`config.mk`:
```
export PLATFORM = sky130hd
export DESIGN_NAME = ram_rd_credit
export DESIGN_NICKNAME = d
export VERILOG_FILES = /design/src/rtl/ram_rd_credit.sv
export SDC_FILE = /design/constraint.sdc
export NUM_CORES = 1
export LEC_CHECK = 0
export BUFFER_PORTS_ARGS = -buffer_cell sky130_fd_sc_hd__buf_4
export CORE_MARGIN = 1
export CORE_UTILIZATION = 35
export DETAILED_ROUTE_END_ITERATION = 10
export PLACE_DENSITY_LB_ADDON = 0.15
export SYNTH_ARGS = -nofsm -noshare
export SYNTH_HDL_FRONTEND = slang
export SYNTH_SLANG_ARGS = --single-unit
```
`constraint.sdc`:
```
create_clock -name clk -period 10.1 [get_ports clk]
set_input_delay 0.505 -clock clk [delete_from_list [all_inputs] [get_ports clk]]
set_output_delay 0.505 -clock clk [all_outputs]
set_load 0.05 [all_outputs]
```
`src/rtl/ram_rd_credit.sv`:
```
// ram_rd_credit
//   Read-side controller in front of a RAM with a fixed RD_LATENCY-cycle read
//   pipeline and no backpressure. Burst commands (start address + length-1)
//   are turned into one RAM read per cycle. Returned words land in a return
//   FIFO and are presented on a valid/ready stream with a last-word marker.
//   A credit counter limits reads in flight plus words buffered to FIFO_DEPTH,
//   so the return FIFO cannot overflow.
//
//   Ports
//     clk, aresetn          clock (rising edge), asynchronous active-low reset
//     cmd_valid/cmd_ready   burst command handshake
//     cmd_addr, cmd_len     first word address, burst length minus one
//     rd_addr, rd_read      RAM read address and read strobe
//     rd_data, rd_valid     RAM return data and valid
//     out_data, out_last    stream word and last-word-of-burst marker
//     out_valid, out_ready  stream handshake
//     busy                  command active, words outstanding, or flush running
//     err_ovf               sticky: a return word arrived while the FIFO was full
module ram_rd_credit #(
   parameter int ADDR_W     = 8,
   parameter int DATA_W     = 16,
   parameter int RD_LATENCY = 6,
   parameter int FIFO_DEPTH = 8
) (
   input  logic              clk,
   input  logic              aresetn,
   input  logic              cmd_valid,
   output logic              cmd_ready,
   input  logic [ADDR_W-1:0] cmd_addr,
   input  logic [7:0]        cmd_len,
   output logic [ADDR_W-1:0] rd_addr,
   output logic              rd_read,
   input  logic [DATA_W-1:0] rd_data,
   input  logic              rd_valid,
   output logic [DATA_W-1:0] out_data,
   output logic              out_last,
   output logic              out_valid,
   input  logic              out_ready,
   output logic              busy,
   output logic              err_ovf
);

   localparam int CRED_W  = $clog2(FIFO_DEPTH + 1);
   localparam int PTR_W   = (FIFO_DEPTH > 1) ? $clog2(FIFO_DEPTH) : 1;
   localparam int FLUSH_W = $clog2(RD_LATENCY + 1);

   typedef enum logic {
      IDLE,
      ISSUE
   } state_t;

   state_t              state_reg, state_next;
   logic [ADDR_W-1:0]   addr_reg, addr_next;
   logic [7:0]          rem_reg, rem_next;
   logic [CRED_W-1:0]   credits_reg;
   logic [FLUSH_W-1:0]  flush_cnt_reg;
   logic [RD_LATENCY-1:0] last_pipe_reg;
   logic                issue_last;

   // Return FIFO: storage array plus a registered head (the out_* registers).
   logic [DATA_W:0]     fifo_mem [FIFO_DEPTH];
   logic [PTR_W-1:0]    wr_ptr_reg, rd_ptr_reg;
   logic [CRED_W-1:0]   mem_cnt_reg;
   logic [DATA_W-1:0]   out_data_reg;
   logic                out_last_reg;
   logic                out_valid_reg;
   logic                err_ovf_reg;

   logic flushing;
   logic pop;
   logic push;
   logic fifo_full;
   logic ovf;
   logic slot_free;
   logic load_from_mem;
   logic bypass;
   logic mem_wr;

   function automatic logic [PTR_W-1:0] ptr_inc(input logic [PTR_W-1:0] p);
      return (p == PTR_W'(FIFO_DEPTH - 1)) ? '0 : p + 1'b1;
   endfunction

   // ---------------------------------------------------------------------
   // Datapath control
   // ---------------------------------------------------------------------
   assign flushing = (flush_cnt_reg != '0);
   assign pop      = out_valid_reg & out_ready;
   assign push     = rd_valid & ~flushing;

   // Total occupancy counts the head register as one entry.
   assign fifo_full = out_valid_reg ? (mem_cnt_reg == CRED_W'(FIFO_DEPTH - 1))
                                    : (mem_cnt_reg == CRED_W'(FIFO_DEPTH));
   assign ovf       = push & fifo_full & ~pop;

   // The head register refills from storage first so word order is kept;
   // a return word goes straight to the head only when storage is empty.
   assign slot_free     = ~out_valid_reg | pop;
   assign load_from_mem = slot_free & (mem_cnt_reg != '0);
   assign bypass        = slot_free & (mem_cnt_reg == '0) & push;
   assign mem_wr        = push & ~bypass & ~ovf;

   // ---------------------------------------------------------------------
   // Command FSM
   // ---------------------------------------------------------------------
   always_comb begin
      state_next = state_reg;
      addr_next  = addr_reg;
      rem_next   = rem_reg;
      cmd_ready  = 1'b0;
      rd_read    = 1'b0;
      issue_last = 1'b0;
      case (state_reg)
         IDLE: begin
            cmd_ready = ~flushing;
            if (cmd_valid && !flushing) begin
               addr_next  = cmd_addr;
               rem_next   = cmd_len;
               state_next = ISSUE;
            end
         end
         ISSUE: begin
            if (credits_reg != '0) begin
               rd_read   = 1'b1;
               addr_next = addr_reg + 1'b1;
               rem_next  = rem_reg - 8'd1;
               if (rem_reg == 8'd0) begin
                  issue_last = 1'b1;
                  state_next = IDLE;
               end
            end
         end
         default: state_next = IDLE;
      endcase
   end

   always_ff @(posedge clk or negedge aresetn) begin
      if (!aresetn) begin
         state_reg     <= IDLE;
         addr_reg      <= '0;
         rem_reg       <= '0;
         credits_reg   <= CRED_W'(FIFO_DEPTH);
         flush_cnt_reg <= FLUSH_W'(RD_LATENCY);
         last_pipe_reg <= '0;
      end else begin
         state_reg <= state_next;
         addr_reg  <= addr_next;
         rem_reg   <= rem_next;
         if (flushing)
            flush_cnt_reg <= flush_cnt_reg - 1'b1;
         // A read consumes a credit, a pop returns one; both cancel.
         if (rd_read && !pop)
            credits_reg <= credits_reg - 1'b1;
         else if (!rd_read && pop)
            credits_reg <= credits_reg + 1'b1;
         // Last-word tag travels alongside the RAM read pipeline.
         last_pipe_reg[0] <= rd_read & issue_last;
         for (int i = 1; i < RD_LATENCY; i++)
            last_pipe_reg[i] <= last_pipe_reg[i-1];
      end
   end

   // ---------------------------------------------------------------------
   // Return FIFO
   // ---------------------------------------------------------------------
   always_ff @(posedge clk) begin
      if (mem_wr)
         fifo_mem[wr_ptr_reg] <= {last_pipe_reg[RD_LATENCY-1], rd_data};
   end

   always_ff @(posedge clk or negedge aresetn) begin
      if (!aresetn) begin
         wr_ptr_reg    <= '0;
         rd_ptr_reg    <= '0;
         mem_cnt_reg   <= '0;
         out_data_reg  <= '0;
         out_last_reg  <= 1'b0;
         out_valid_reg <= 1'b0;
         err_ovf_reg   <= 1'b0;
      end else begin
         if (load_from_mem) begin
            out_data_reg  <= fifo_mem[rd_ptr_reg][DATA_W-1:0];
            out_last_reg  <= fifo_mem[rd_ptr_reg][DATA_W];
            out_valid_reg <= 1'b1;
            rd_ptr_reg    <= ptr_inc(rd_ptr_reg);
         end else if (bypass) begin
            out_data_reg  <= rd_data;
            out_last_reg  <= last_pipe_reg[RD_LATENCY-1];
            out_valid_reg <= 1'b1;
         end else if (pop) begin
            out_valid_reg <= 1'b0;
         end

         if (mem_wr)
            wr_ptr_reg <= ptr_inc(wr_ptr_reg);

         if (mem_wr && !load_from_mem)
            mem_cnt_reg <= mem_cnt_reg + 1'b1;
         else if (!mem_wr && load_from_mem)
            mem_cnt_reg <= mem_cnt_reg - 1'b1;

         if (ovf)
            err_ovf_reg <= 1'b1;
      end
   end

   assign rd_addr   = addr_reg;
   assign out_data  = out_data_reg;
   assign out_last  = out_last_reg;
   assign out_valid = out_valid_reg;
   assign err_ovf   = err_ovf_reg;
   assign busy      = (state_reg != IDLE) | (credits_reg != CRED_W'(FIFO_DEPTH)) | flushing;

endmodule

```
==> metrics.md <==
| Metric | Value |
|---|---|
| Area Overhead vs Synth | 17.9% |
| Leading area contributor after synthesis | edfxtp_1 |
| Vias in the first global route | 4,938 |
| Initial DRC Count | 220 |
| Mapped Avg Cell Area | 15.4 um2 |
| FF-to-FF Start | mem_cnt_reg[0] |
| Yosys Warn Count | 0 |
| Final-report max-slew violation count | 0 |
| Status | completed |
| # diodes | 0 |
| Switching Fraction | 0.363 |
| Pin count of the biggest net entering global routing | 60 |
| # DRC | 0 |
| Share of async-settable or async-resettable flops after synthesis | 0.303 |
| RD Place Congestion | 0.802 |
| Layout Skew | 0.0209 ns |
| Final Hold Vio Count | 0 |
| Combinational group share of total power | 0.341 |
| CTS tree | done |
| Final setup violation count | 0 |
| Worst VDD drop | 0.140 mV |
| CP Data Required Time | 10.39 ns |
| Remaining antenna violation count after routing | 0 |
| Worst-margin pin slew | 1.12 ns |
| Max_slew headroom | 0.253 |
| Clock power share | 0.239 |
| Pwr Total | 2.92 mW |
| Crit path launch | mem_cnt_reg[0] |
| Layout cells sized above 1 | 0.274 |
| Top post-synthesis cells by area | edfxtp_1, dfrtp_1, mux4_2 |
| Worst Setup Start Kind | register |
| Post-route met1 wirelength | 7800 um |
| Die area | 24,400 um2 |
| Clock buffer depth | 2 |
| Yosys cell types | 57 |
| Fill count | 2,195 |
| Met3 routed WL | 745 um |
| CTS clk-pin slew, worst paths | 0.08 ns |
| Overflow after GRT | 0 |
| Min cycle time layout | 3.60 ns |
| PwrDens | 298 nW/um2 |
| Total Routing Usage GR | 0.153 |
| Estimated wirelength of the detail-placed design | 11,000 um |
| First-pass GRT wire length | 27,700 um |
| # hold bufs at CTS | 0 |
| Worst skew pair latency | 0.43 ns |
| # rows | 56 |
| Top Metal Used | met4 |
| Depth of the CTS H-tree | 4 |
| Placed cell count | 912 |
| Synthesized flop and latch total | 195 |
| Io pins | 67 |
| Setup ws final | 6.50 ns |
| Largest stage delay on the critical path | 0.67 ns |
| Final setup TNS | 0 ns |
| Ys flop type | edfxtp_1 |
| Post-CTS Setup Inserts | 0 |
| CORE AREA | 23,400 um2 |
| Initial core utilization | 0.355 |
| Top delay family on crit path | buffers and inverters |
| MaxCap Viol Count | 0 |
| IO Port Bufs | 66 |
| CP Class | reg -> reg |
| Min-Delay Path Class | in -> async |
| Layout Cells excl Fill | 944 |
| Cts repair resizes | 0 |
| Synth top cells by count | edfxtp_1, dfrtp_1, nand2_1, mux4_2, nor2_1 |
| Pre-antenna DRT Iters | 5 |
| Fmax | 0.278 GHz |
| Die Ht | 156 um |
| RSZ-0062 raised after global routing | false |
| Die width | 156 um |
| DP Worst Slack | 6.56 ns |
| Final period utilization | 0.356 |
| Psw | 1.06 mW |
| Synth Instances | 540 |
| Most numerous cell in the Yosys netlist | edfxtp_1 |
| Nets | 665 |
| Max reg flops | 136 |
| Clk sink count | 195 |
| Worst Path Arrival | 3.88 ns |
| Leakage | 3.57 nW |
| Post-synth EDFFs | 136 |
| Vias per cell | 4.99 |
| Final core utilization | 0.419 |
| Routed len/inst | 18.5 um |
| Crit path buf inv count | 3 |
| Slowest-stage cell, CP | inv_1 |
| CP max FO | 22 |
| Seq pwr share | 0.420 |
| Crit end category | register |
| Final WL | 17,400 um |
| Post-synth net total | 593 |
| Root Driver | clkbuf_16 |
| Number of CTS-inserted buffers | 17 |
| Post-synthesis sequential area ratio | 0.669 |
| Vias | 4,715 |
| Initial antenna violation count | 0 |
| Top cell type's share of synthesized area | 0.491 |
| Critical Path, Cell by Cell | nor4_1 -> nor2_1 -> buf_4 -> inv_1 -> ha_1 -> inv_1 -> ha_1 -> a21o_1 -> a2111oi_0 -> o31ai_1 |
| Routed wl met2 | 8800 um |
| P_int | 1.86 mW |
| Synthesized area | 8320 um2 |
==> stage by stage <==
| stage | hold slack, ns | instance area, um2 |
|---|---|---|
| 2_1_floorplan | 0.209 | 8320 |
| 3_3_place_gp | 0.334 | 9200 |
| 3_5_place_dp | 0.344 | 9200 |
| 4_1_cts | 0.213 | 9810 |
| 5_1_grt | 0.238 | 9810 |
| 6_report | 0.179 | 9810 |
==> final cells by class <==
type | count | area (um2) | share of cell area
Clock inverter | 13 | 173 | 0.0176
Inverter | 17 | 63.8 | 0.00651
Sequential cell | 195 | 5570 | 0.567
Clock buffer | 19 | 433 | 0.0441
Multi-Input combinational cell | 301 | 2570 | 0.262
Tap cell | 319 | 399 | 0.0407
Timing Repair Buffer | 80 | 601 | 0.0612
==> power groups by stage <==
stage          Sequential (mW)  Combinational (mW)  Clock, mW
2_1_floorplan             1.34               0.614          0
3_3_place_gp              1.23               0.989          0
3_5_place_dp              1.25                1.01          0
4_1_cts                   1.23                1.01      0.715
5_1_grt                   1.25                1.08      0.746
6_report                  1.23               0.996      0.698
==> metal layers <==
layer  vias up  GRT usage
li1       2224          -
met1      2401      0.192
met2        86      0.265
met3         4     0.0381
met4         0     0.0359
met5         -          0
==> placed cells by master, fill, tap and decap left out, types with 3 or more instances in the layout <==
cell and count:
a211oi_1 17, a21oi_1 14, a22oi_1 6, buf_4 80
bufinv_16 3, clkbuf_16 17, dfrtp_1 55, dfstp_2 3
edfxtp_1 136, ha_1 14, inv_1 17, inv_6 3
mux2_2 4, mux2i_1 8, mux4_2 34, nand2_1 41
nand2b_1 3, nand3_1 6, nor2_1 31, nor2b_1 21
nor3_1 11, nor3_2 4, nor3b_1 3, nor4_1 6
o21ai_0 14, o22ai_1 4, o31ai_1 18, xnor2_1 4
==> final timing paths <==
check	endpoint	slack, ns	cells after the start
min in group clk	fifo_mem[4][4]	0.32	1
max in group asynchronous	rd_ptr_reg[0]	9.35	1
setup / recovery	mem_cnt_reg[3]	6.50	10
setup reg to reg	mem_cnt_reg[3]	6.50	10
hold / removal	rem_reg[0]	0.18	1
hold reg to reg	last_pipe_reg[3]	0.35	0
==> logic make-up (layout without fill, tap and decap cells) <==
family / after synthesis / in the layout / share of synthesized area
muxes: 47 / 47 / 0.108
AOI/OAI and AO/OA: 90 / 90 / 0.0766
DFF: 195 / 195 / 0.669
adders and majority gates: 16 / 16 / 0.0259
xor gates and xnor gates: 5 / 5 / 0.00526
buffers and inverters: 44 / 129 / 0.0272
and+or+nand+nor: 143 / 143 / 0.0877
Power figures use the tool's default switching activity.
